==> src/rtl/sdf_stage.sv <==
// Radix-2 single-path delay-feedback FFT stage: M-deep feedback buffer, butterfly, twiddle index.
// Optional build macro SDF_STAGE_ROUND_EN selects round-half-up scaling instead of floor.
module sdf_stage #(
  parameter int WIDTH = 16,
  parameter int N     = 64,
  parameter int M     = 32
) (
  input  logic                       clock,
  input  logic                       reset,
  input  logic                       di_en,
  input  logic signed [WIDTH-1:0]    di_re,
  input  logic signed [WIDTH-1:0]    di_im,
  output logic                       do_en,
  output logic signed [WIDTH-1:0]    do_re,
  output logic signed [WIDTH-1:0]    do_im,
  output logic [$clog2(N)-1:0]       tw_addr,
  output logic                       tw_en
);

  localparam int CNT_W    = $clog2(N);
  localparam int PTR_W    = (M > 1) ? $clog2(M) : 1;
  localparam int TW_SHIFT = $clog2(N / (2 * M));
  localparam logic [CNT_W-1:0] M_BIT    = CNT_W'(M);
  localparam logic [CNT_W-1:0] K_MASK   = CNT_W'(M - 1);
  localparam logic [CNT_W-1:0] CNT_LAST = CNT_W'(N - 1);
  localparam logic [PTR_W-1:0] PTR_LAST = PTR_W'(M - 1);

  // Halve a WIDTH+1 bit sum/difference back to WIDTH bits.
  function automatic logic signed [WIDTH-1:0] scale(input logic signed [WIDTH:0] v);
`ifdef SDF_STAGE_ROUND_EN
    // floor((v+1)/2) = floor(v/2) + lsb; only the largest positive odd value can overflow
    if (v[WIDTH:1] == {1'b0, {(WIDTH-1){1'b1}}} && v[0])
      return {1'b0, {(WIDTH-1){1'b1}}};
    return v[WIDTH:1] + WIDTH'(v[0]);
`else
    return v[WIDTH:1];
`endif
  endfunction

  logic [CNT_W-1:0] count;
  logic             drain_active;
  logic [PTR_W-1:0] drain_idx;
  logic [PTR_W-1:0] ptr;
  logic [M-1:0]     buf_vld;
  logic signed [WIDTH-1:0] buf_re [M];
  logic signed [WIDTH-1:0] buf_im [M];

  logic                    advance;
  logic                    bfly_p0;
  logic                    x_vld_p0;
  logic signed [WIDTH-1:0] x_re_p0, x_im_p0;
  logic signed [WIDTH:0]   sum_re_p0, sum_im_p0, dif_re_p0, dif_im_p0;
  logic signed [WIDTH-1:0] sum_s_re_p0, sum_s_im_p0, dif_s_re_p0, dif_s_im_p0;
  logic [CNT_W-1:0]        k_p0;
  logic [CNT_W-1:0]        tw_p0;

  // Stage 0: buffer read, butterfly, twiddle index
  assign advance  = di_en | drain_active;
  assign bfly_p0  = (count & M_BIT) != '0;
  assign x_re_p0  = buf_re[ptr];
  assign x_im_p0  = buf_im[ptr];
  assign x_vld_p0 = buf_vld[ptr];

  assign sum_re_p0 = {x_re_p0[WIDTH-1], x_re_p0} + {di_re[WIDTH-1], di_re};
  assign sum_im_p0 = {x_im_p0[WIDTH-1], x_im_p0} + {di_im[WIDTH-1], di_im};
  assign dif_re_p0 = {x_re_p0[WIDTH-1], x_re_p0} - {di_re[WIDTH-1], di_re};
  assign dif_im_p0 = {x_im_p0[WIDTH-1], x_im_p0} - {di_im[WIDTH-1], di_im};

  assign sum_s_re_p0 = scale(sum_re_p0);
  assign sum_s_im_p0 = scale(sum_im_p0);
  assign dif_s_re_p0 = scale(dif_re_p0);
  assign dif_s_im_p0 = scale(dif_im_p0);

  // While draining, the input counter has already wrapped, so the drain index tracks k
  assign k_p0  = drain_active ? CNT_W'(drain_idx) : (count & K_MASK);
  assign tw_p0 = k_p0 << TW_SHIFT;

  // Feedback buffer holds no reset; stale words are masked by buf_vld
  always_ff @(posedge clock) begin
    if (advance) begin
      buf_re[ptr] <= bfly_p0 ? dif_s_re_p0 : di_re;
      buf_im[ptr] <= bfly_p0 ? dif_s_im_p0 : di_im;
    end
  end

  // Stage 1: output registers and control state
  always_ff @(posedge clock) begin
    if (!reset) begin
      count        <= '0;
      drain_active <= 1'b0;
      drain_idx    <= '0;
      ptr          <= '0;
      buf_vld      <= '0;
      do_en        <= 1'b0;
      do_re        <= '0;
      do_im        <= '0;
      tw_en        <= 1'b0;
      tw_addr      <= '0;
    end else begin
      if (di_en) begin
        count <= count + 1'b1;
      end else if (count != '0) begin
        // Frame broken off mid-way: discard it and restart at index 0
        count <= '0;
        if (!drain_active)
          buf_vld <= '0;
      end

      if (di_en && count == CNT_LAST) begin
        drain_active <= 1'b1;
        drain_idx    <= '0;
      end else if (drain_active) begin
        drain_idx <= drain_idx + 1'b1;
        if (drain_idx == PTR_LAST)
          drain_active <= 1'b0;
      end

      if (advance) begin
        ptr          <= (ptr == PTR_LAST) ? '0 : ptr + 1'b1;
        buf_vld[ptr] <= bfly_p0;
      end

      do_en <= advance & (bfly_p0 | x_vld_p0);
      if (advance) begin
        do_re   <= bfly_p0 ? sum_s_re_p0 : x_re_p0;
        do_im   <= bfly_p0 ? sum_s_im_p0 : x_im_p0;
        tw_en   <= !bfly_p0 && x_vld_p0;
        tw_addr <= (!bfly_p0 && x_vld_p0) ? tw_p0 : '0;
      end else begin
        tw_en   <= 1'b0;
        tw_addr <= '0;
      end
    end
  end

endmodule
==> config.mk <==
export PLATFORM = sky130hd
export DESIGN_NAME = sdf_stage
export DESIGN_NICKNAME = d
export VERILOG_FILES = /design/src/rtl/sdf_stage.sv
export SDC_FILE = /design/constraint.sdc
export NUM_CORES = 1
export LEC_CHECK = 0
export ABC_AREA = 1
export BUFFER_PORTS_ARGS = -buffer_cell sky130_fd_sc_hd__buf_2
export CORE_UTILIZATION = 50
export DETAILED_ROUTE_END_ITERATION = 10
export GPL_ROUTABILITY_DRIVEN = 0
export PLACE_DENSITY = 0.72
export SYNTH_ARGS = -nofsm -noshare
export SYNTH_HDL_FRONTEND = slang
export SYNTH_SLANG_ARGS = --single-unit
export TNS_END_PERCENT = 100
==> constraint.sdc <==
create_clock -name clock -period 5 [get_ports clock]
set_input_delay 0.25 -clock clock [delete_from_list [all_inputs] [get_ports clock]]
set_output_delay 0.25 -clock clock [all_outputs]
set_load 0.01 [all_outputs]
==> qor.csv, run 1 <==
stage;metric;value;unit
setup_path;Crit-path slowest cell;o21ai_2;
synth;share of async-settable or async-resettable flops after synthesis;0;%
clock_network;CTS sink cnt;1117;
power_and_ir_drop;Power Total;20.36;mW
clock_network;root buf cell;clkbuf_16;
setup_path;CP max stage delay;500;ps
routing;DR DRC count;0;
die;height of the die;310.2;um
layout;Nets;4229;
place;port buffer count;73;
die;core area;93750;um2
place;number of cells after detailed placement;5256;
routing;Post-DRT Antenna Nets;0;
die;Die Area;96190;um2
routing;DR vias/cell;6.283;
grt;largest net degree at the start of global routing;85;
clock_network;H-tree depth;3;
layout;n_diodes;0;
setup_path;crit path DAT;4970;ps
die;Site Rows;112;
place;placed cell area;50050;um2
routing;DR vias;34260;
timing;Hold Vio Cnt, Final;0;
synth;count of cell types in the netlist;47;
layout;Finished Layout Cells;5453;
routing;routed len/inst;25.89;um
setup_path;critical path class;reg -> reg;
timing;Pins Over Slew Limit;0;
clock_network;CTS clk-pin slew, worst paths;60;ps
timing;measured slew at the worst slew-check pin;1415;ps
synth;Avg Cell Area, Syn;11.81;um2
power_and_ir_drop;Power Dens Cells;380.8;nW/um2
synth;syn_nets;4135;
clock_network;Bufs on Longest Clock Path;3;
setup_path;Worst Setup End Kind;register;
synth;register bit total from synthesis;1117;
routing;Initial DRC Count;5409;
synth;Synth warnings;0;
grt;global-route wire length before repair;206.8;mm
timing;Final period util;93.20;%
routing;drt pass-1 iters;6;
setup_path;crit path launch type;register;
clock_network;Num CTS Buffers;107;
grt;initial antenna violation count;2;
flow_run;maxcap violations;0;
layout;finished layout cell area;53480;um2
timing;WHS;200.8;ps
timing;RSZ-0062 raised after global routing;false;
die;total I/O pin count;75;
grt;vias in the first global route;32080;
timing;min Tclk post-route;4660;ps
synth;Top FF cell, synth;edfxtp_1;
die;Horiz. Die Dim;310.2;um
layout;layout cells sized above 1;11.10;%
timing;Slew HR;5.424;%
layout;synth-to-layout area growth;12.64;%
timing;Setup TNS;0;ps
setup_path;crit-path cells;inv_6 -> buf_12 -> buf_4 -> o21ai_0 -> o22ai_1 -> o21ai_0 -> o21ai_0 -> o21a_1 -> ha_1 -> a21oi_1 -> nor2_1 -> a211oi_1 -> nand3_1 -> nand3_1 -> nand2_1 -> nand2_1 -> nand3_1 -> o21ai_2;
synth;Synth Instances;4019;
clock_network;setup bufs post-CTS;0;
setup_path;critical path required time;5310;ps
power_and_ir_drop;maximum vdd drop;351.6;uV
timing;Layout Skew;28.94;ps
outcome;status;complete, no violations;
routing;final wirelength;141.2;mm
hold_path;Hold Path Class;in -> reg;
power_and_ir_drop;Leakage Power;18.42;nW
synth;sequential share of the synthesized area;68.69;%
grt;gr ovfl total;0;
synth;number of enable flip-flop cells after synthesis;1024;
clock_network;CTS tree;done;
timing;final setup fails;0;
die;initial core utilization;50.64;%
grt;Total Routing Usage GR;29.28;%
synth;Post-Syn Area;47480;um2
timing;Max Freq;0.2146;GHz
place;dpl hpwl;79.27;mm
setup_path;Max Fanout on Critical Path;32;
clock_network;worst-skew pair later-pin latency;710;ps
[layout make-up]
class	count	area (um2)
clock buffer	134	2841
clock inverter	61	531.8
fill	7399	40270
inverter	159	623.1
multi-input combinational	2473	13240
sequential	1117	32630
tap	1254	1569
timing repair buffer	255	2049
[what timing repair did]
item | 4_1_cts | 5_1_grt
endpoints found under the setup margin | 0 | 192
hold buffers | 2 | 0
gates resized for setup | 0 | 5
endpoints found under the hold margin | 13 | 0
[sequential cells by signal, summed over array words and instances, names as in the netlist, named ones only]
signal / flops
drain_idx: 5
tw_addr: 5
do_en: 1
buf_vld: 32
do_re: 16
count: 6
tw_en: 1
drain_active: 1
ptr: 5
buf_im: 512
buf_re: 512
do_im: 16
[final timing paths]
kind / start / slack [ps] / cells after the start / to
setup / recovery: register / 340 / 18 / buf_re[29][13]
hold / removal: di_im[15] / 200 / 7 / do_im[14]
setup reg to reg: register / 340 / 18 / buf_re[29][13]
hold reg to reg: do_im[7] / 450 / 2 / do_im[7]
[critical path, delay by kind of cell (launching register included)]
family                     cells  cell delay (ps)
DFF                            1              470
buffers and inverters          3              810
AOI/OAI and AO/OA              8             1970
and+or+nand+nor                6              580
adders and majority gates      1              360
[through the flow]
| stage | worst slack, ps | util [%] |
|---|---|---|
| finish | 339.9 | 57.05 |
| global route | 16.58 | 57.05 |
| CTS | 151.3 | 57.01 |
| detailed placement | 233.1 | 53.39 |
| global placement | 359.8 | 53.39 |
| floorplan | 309.4 | - |
[where the power goes]
part           internal [mW]  switching [mW]  total (mW)
combinational          0.709            1.50        2.21
clock                   4.38            3.46        7.85
sequential              10.3          0.0437        10.3
total                   15.4            5.01        20.4
[cells by family after synthesis]
family,after synthesis,share of synthesized area [%]
AND/OR/NAND/NOR,1260,10.62
flip-flops,1117,68.69
AO/OA/AOI/OAI,1105,13.85
buffers and inverters,429,4.156
adder cells (fa/ha/maj),81,2.198
XOR/XNOR,26,0.4796
other,1,0.007898
[layout by cell type (no fill, tap or decap), drive strengths merged, types with 2 or more instances in the layout]
cell type and count:
edfxtp 1024, nor2 683, o21ai 614, nand2 350, buf 253, nand3 190
o221ai 172, inv 155, clkbuf 134, a21oi 122, dfxtp 93, o22ai 80
ha 77, clkinv 56, a211oi 33, a31oi 24, xor2 23, nor3 17
a32oi 16, o211ai 14, o21a 11, nand4 9, bufinv 7, o21bai 5
nor4 4, or2 4, fa 4, o31ai 3, xnor2 3, a22oi 3
a32o 2, a21boi 2, nor3b 2, clkinvlp 2, dlygate4sd3 2
[synthesized netlist by cell type (3+ instances only)]
cell | instances | area share, %
clkbuf_1 | 129 | 1.0
inv_1 | 152 | 1.2
o21ai_1 | 46 | 0.48
o22ai_1 | 80 | 1.1
ha_1 | 77 | 2.0
o211ai_1 | 14 | 0.22
nor2_1 | 683 | 5.4
xor2_1 | 23 | 0.42
buf_2 | 75 | 0.79
buf_4 | 37 | 0.59
or2_2 | 4 | 0.053
o31ai_1 | 3 | 0.047
o21ai_0 | 568 | 6.0
nand2_1 | 350 | 2.8
nor4_1 | 4 | 0.053
dfxtp_1 | 93 | 3.9
xnor2_1 | 3 | 0.055
a22oi_1 | 3 | 0.047
fa_1 | 4 | 0.17
a32oi_1 | 16 | 0.30
buf_1 | 12 | 0.095
nand4_1 | 9 | 0.12
o21a_1 | 11 | 0.17
buf_6 | 15 | 0.36
nand3_1 | 190 | 2.0
a31oi_1 | 24 | 0.32
o221ai_1 | 172 | 3.2
a21oi_1 | 120 | 1.3
a211oi_1 | 33 | 0.52
clkinv_1 | 5 | 0.040
edfxtp_1 | 1024 | 65
o21bai_1 | 5 | 0.079
nor3_1 | 17 | 0.18
[per-layer routing]
metal | part of all wire (%) | wire length [um] | vias to the layer above | global-route usage [%]
met5 | 0.022 | 31 | - | 0
met4 | 5.4 | 7646 | 4 | 15.63
met3 | 11 | 15840 | 444 | 5.476
met2 | 46 | 64610 | 2214 | 44.88
met1 | 38 | 53040 | 16660 | 39.76
li1 | - | - | 14940 | -
Note: power is estimated with default switching activity, not from simulation.
==> inputs of run 2 (changes only) <==
- BUFFER_PORTS_ARGS: -buffer_cell sky130_fd_sc_hd__buf_2 -> unset
- DONT_BUFFER_PORTS: unset -> 1
- PLACE_DENSITY: 0.72 -> 0.69
- clock period: 5 -> 4.9 ns (I/O delays scaled with it)
==> run 2 against run 1 <==
Compared with the run above: non-clock buffer count down 42; die area unchanged; first-iteration DRC count down 11%; clock-buffer cell count up 8; hold slack worse by 160 ps; sequential share of layout area about the same; utilization about the same; critical path type unchanged; critical endpoint is now buf_re[7][4]; highest routed layer is now met4.
==> qor.csv, run 2 (same netlist as run 1, synthesis figures left out) <==
stage;metric;value;unit
layout;layout cells sized above 1;10.22;%
clock_network;CTS sink cnt;1117;
setup_path;crit path DAT;4970;ps
timing;measured slew at the worst slew-check pin;1267;ps
layout;Top Registers;buf_im: 512 flops, buf_re: 512 flops, buf_vld: 32 flops;
layout;# fillers;7486;
hold_path;Hold Path Class;in -> reg;
timing;final worst slack;231.0;ps
layout;commonest non-fill, non-tap cell in the layout;edfxtp_1;
clock_network;worst-skew pair later-pin latency;690;ps
grt;gr ovfl total;0;
setup_path;CP top delay family;compound AO/OA/AOI/OAI gates;
outcome;status;complete, no violations;
clock_network;H-tree depth;3;
setup_path;Critical path buffers and inverters;3;
routing;Initial DRC Count;4794;
layout;n_diodes;0;
timing;Pins Over Slew Limit;0;
die;total I/O pin count;75;
timing;Layout Skew;25.62;ps
routing;Post-DRT Antenna Nets;0;
timing;final setup fails;0;
routing;routed len/inst;25.79;um
setup_path;Worst Setup End Kind;register;
grt;initial antenna violation count;0;
flow_run;maxcap violations;0;
die;core area;93750;um2
grt;vias in the first global route;31490;
die;height of the die;310.2;um
routing;drt pass-1 iters;6;
layout;synth-to-layout area growth;12.61;%
power_and_ir_drop;maximum vdd drop;327.2;uV
timing;Slew HR;15.53;%
place;dpl hpwl;80.02;mm
timing;WHS;42.48;ps
die;Site Rows;112;
grt;Total Routing Usage GR;28.71;%
die;Die Area;96190;um2
clock_network;setup bufs post-CTS;0;
layout;Nets;4187;
power_and_ir_drop;Power Total;20.72;mW
routing;DR vias;33810;
routing;DR vias/cell;6.245;
layout;Finished Layout Cells;5414;
die;Horiz. Die Dim;310.2;um
place;pre-CTS WS;223.6;ps
power_and_ir_drop;Power Dens Cells;387.6;nW/um2
timing;Max Freq;0.2142;GHz
timing;Final period util;95.29;%
clock_network;CTS clk-pin slew, worst paths;70;ps
grt;largest net degree at the start of global routing;112;
setup_path;critical path required time;5210;ps
clock_network;CTS tree;done;
grt;global-route wire length before repair;202.9;mm
setup_path;Max Fanout on Critical Path;111;
timing;Setup TNS;0;ps
place;number of cells after detailed placement;5212;
timing;RSZ-0062 raised after global routing;false;
timing;min Tclk post-route;4669;ps
clock_network;Num CTS Buffers;107;
clock_network;Bufs on Longest Clock Path;3;
setup_path;crit-path cells;inv_16 -> buf_12 -> o21ai_0 -> o221ai_1 -> nand3_1 -> o31ai_1 -> o2bb2ai_1 -> inv_1 -> ha_1 -> a21oi_1 -> o21ai_0 -> a21oi_1 -> xor2_1 -> o21ai_2;
routing;DR DRC count;0;
routing;final wirelength;139.6;mm
timing;Hold Vio Cnt, Final;0;
place;port buffer count;0;
setup_path;crit path launch type;register;
power_and_ir_drop;Leakage Power;18.26;nW
setup_path;critical path class;reg -> reg;
layout;most frequent cells in the layout;edfxtp_1, nor2_1, o21ai_0;
clock_network;root buf cell;clkbuf_16;
setup_path;CP max stage delay;950;ps
setup_path;Crit-path slowest cell;o21ai_2;
die;initial core utilization;50.64;%
==> run 2: final timing paths <==
kind,start,endpoint,slack (ps),cells after the start
min,di_im[15],do_im[14],40,6
min reg2reg,drain_idx[1],drain_idx[1],490,2
max,register,buf_re[7][4],230,14
max reg2reg,register,buf_re[7][4],230,14
==> run 2: metrics by stage <==
step	utilization [%]	area, um2
2_1_floorplan	-	47480
3_3_place_gp	53.41	50070
3_5_place_dp	53.41	50070
4_1_cts	57.00	53430
5_1_grt	57.03	53460
6_report	57.03	53460
==> run 2: area by class of cell <==
class	count	area (um2)	area share, %
inverter	159	624.3	1.168
tap	1254	1569	2.935
clock buffer	142	2894	5.413
timing repair buffer	213	2072	3.876
sequential	1117	32630	61.03
clock inverter	56	427.9	0.8004
multi-input combinational	2473	13250	24.78
==> run 2: per-layer routing <==
metal / part of all wire (%) / track usage (%)
met5: 0 / 0
met4: 4.7 / 13.13
met3: 10 / 4.550
met2: 46 / 45.01
met1: 39 / 39.52
==> run 2: where the power goes <==
part / switching [mW] / internal (mW) / total, mW
registers: 0.0617 / 10.5 / 10.5
logic: 1.52 / 0.742 / 2.26
clock network: 3.52 / 4.41 / 7.92
total: 5.10 / 15.6 / 20.7
==> run 2: what timing repair did <==
item                                    4_1_cts  5_1_grt
endpoints found under the setup margin        0      128
hold buffers                                  4        0
endpoints found under the hold margin        31        0
resized for setup                             0        4
==> run 2: worst register-to-register path, stage by stage (launching register included) <==
cell and delay, ps:
dfxtp_4 530, inv_16 220, buf_12 270, o21ai_0 230
o221ai_1 160, nand3_1 120, o31ai_1 80, o2bb2ai_1 430
inv_1 180, ha_1 400, a21oi_1 240, o21ai_0 150
a21oi_1 200, xor2_1 110, o21ai_2 950
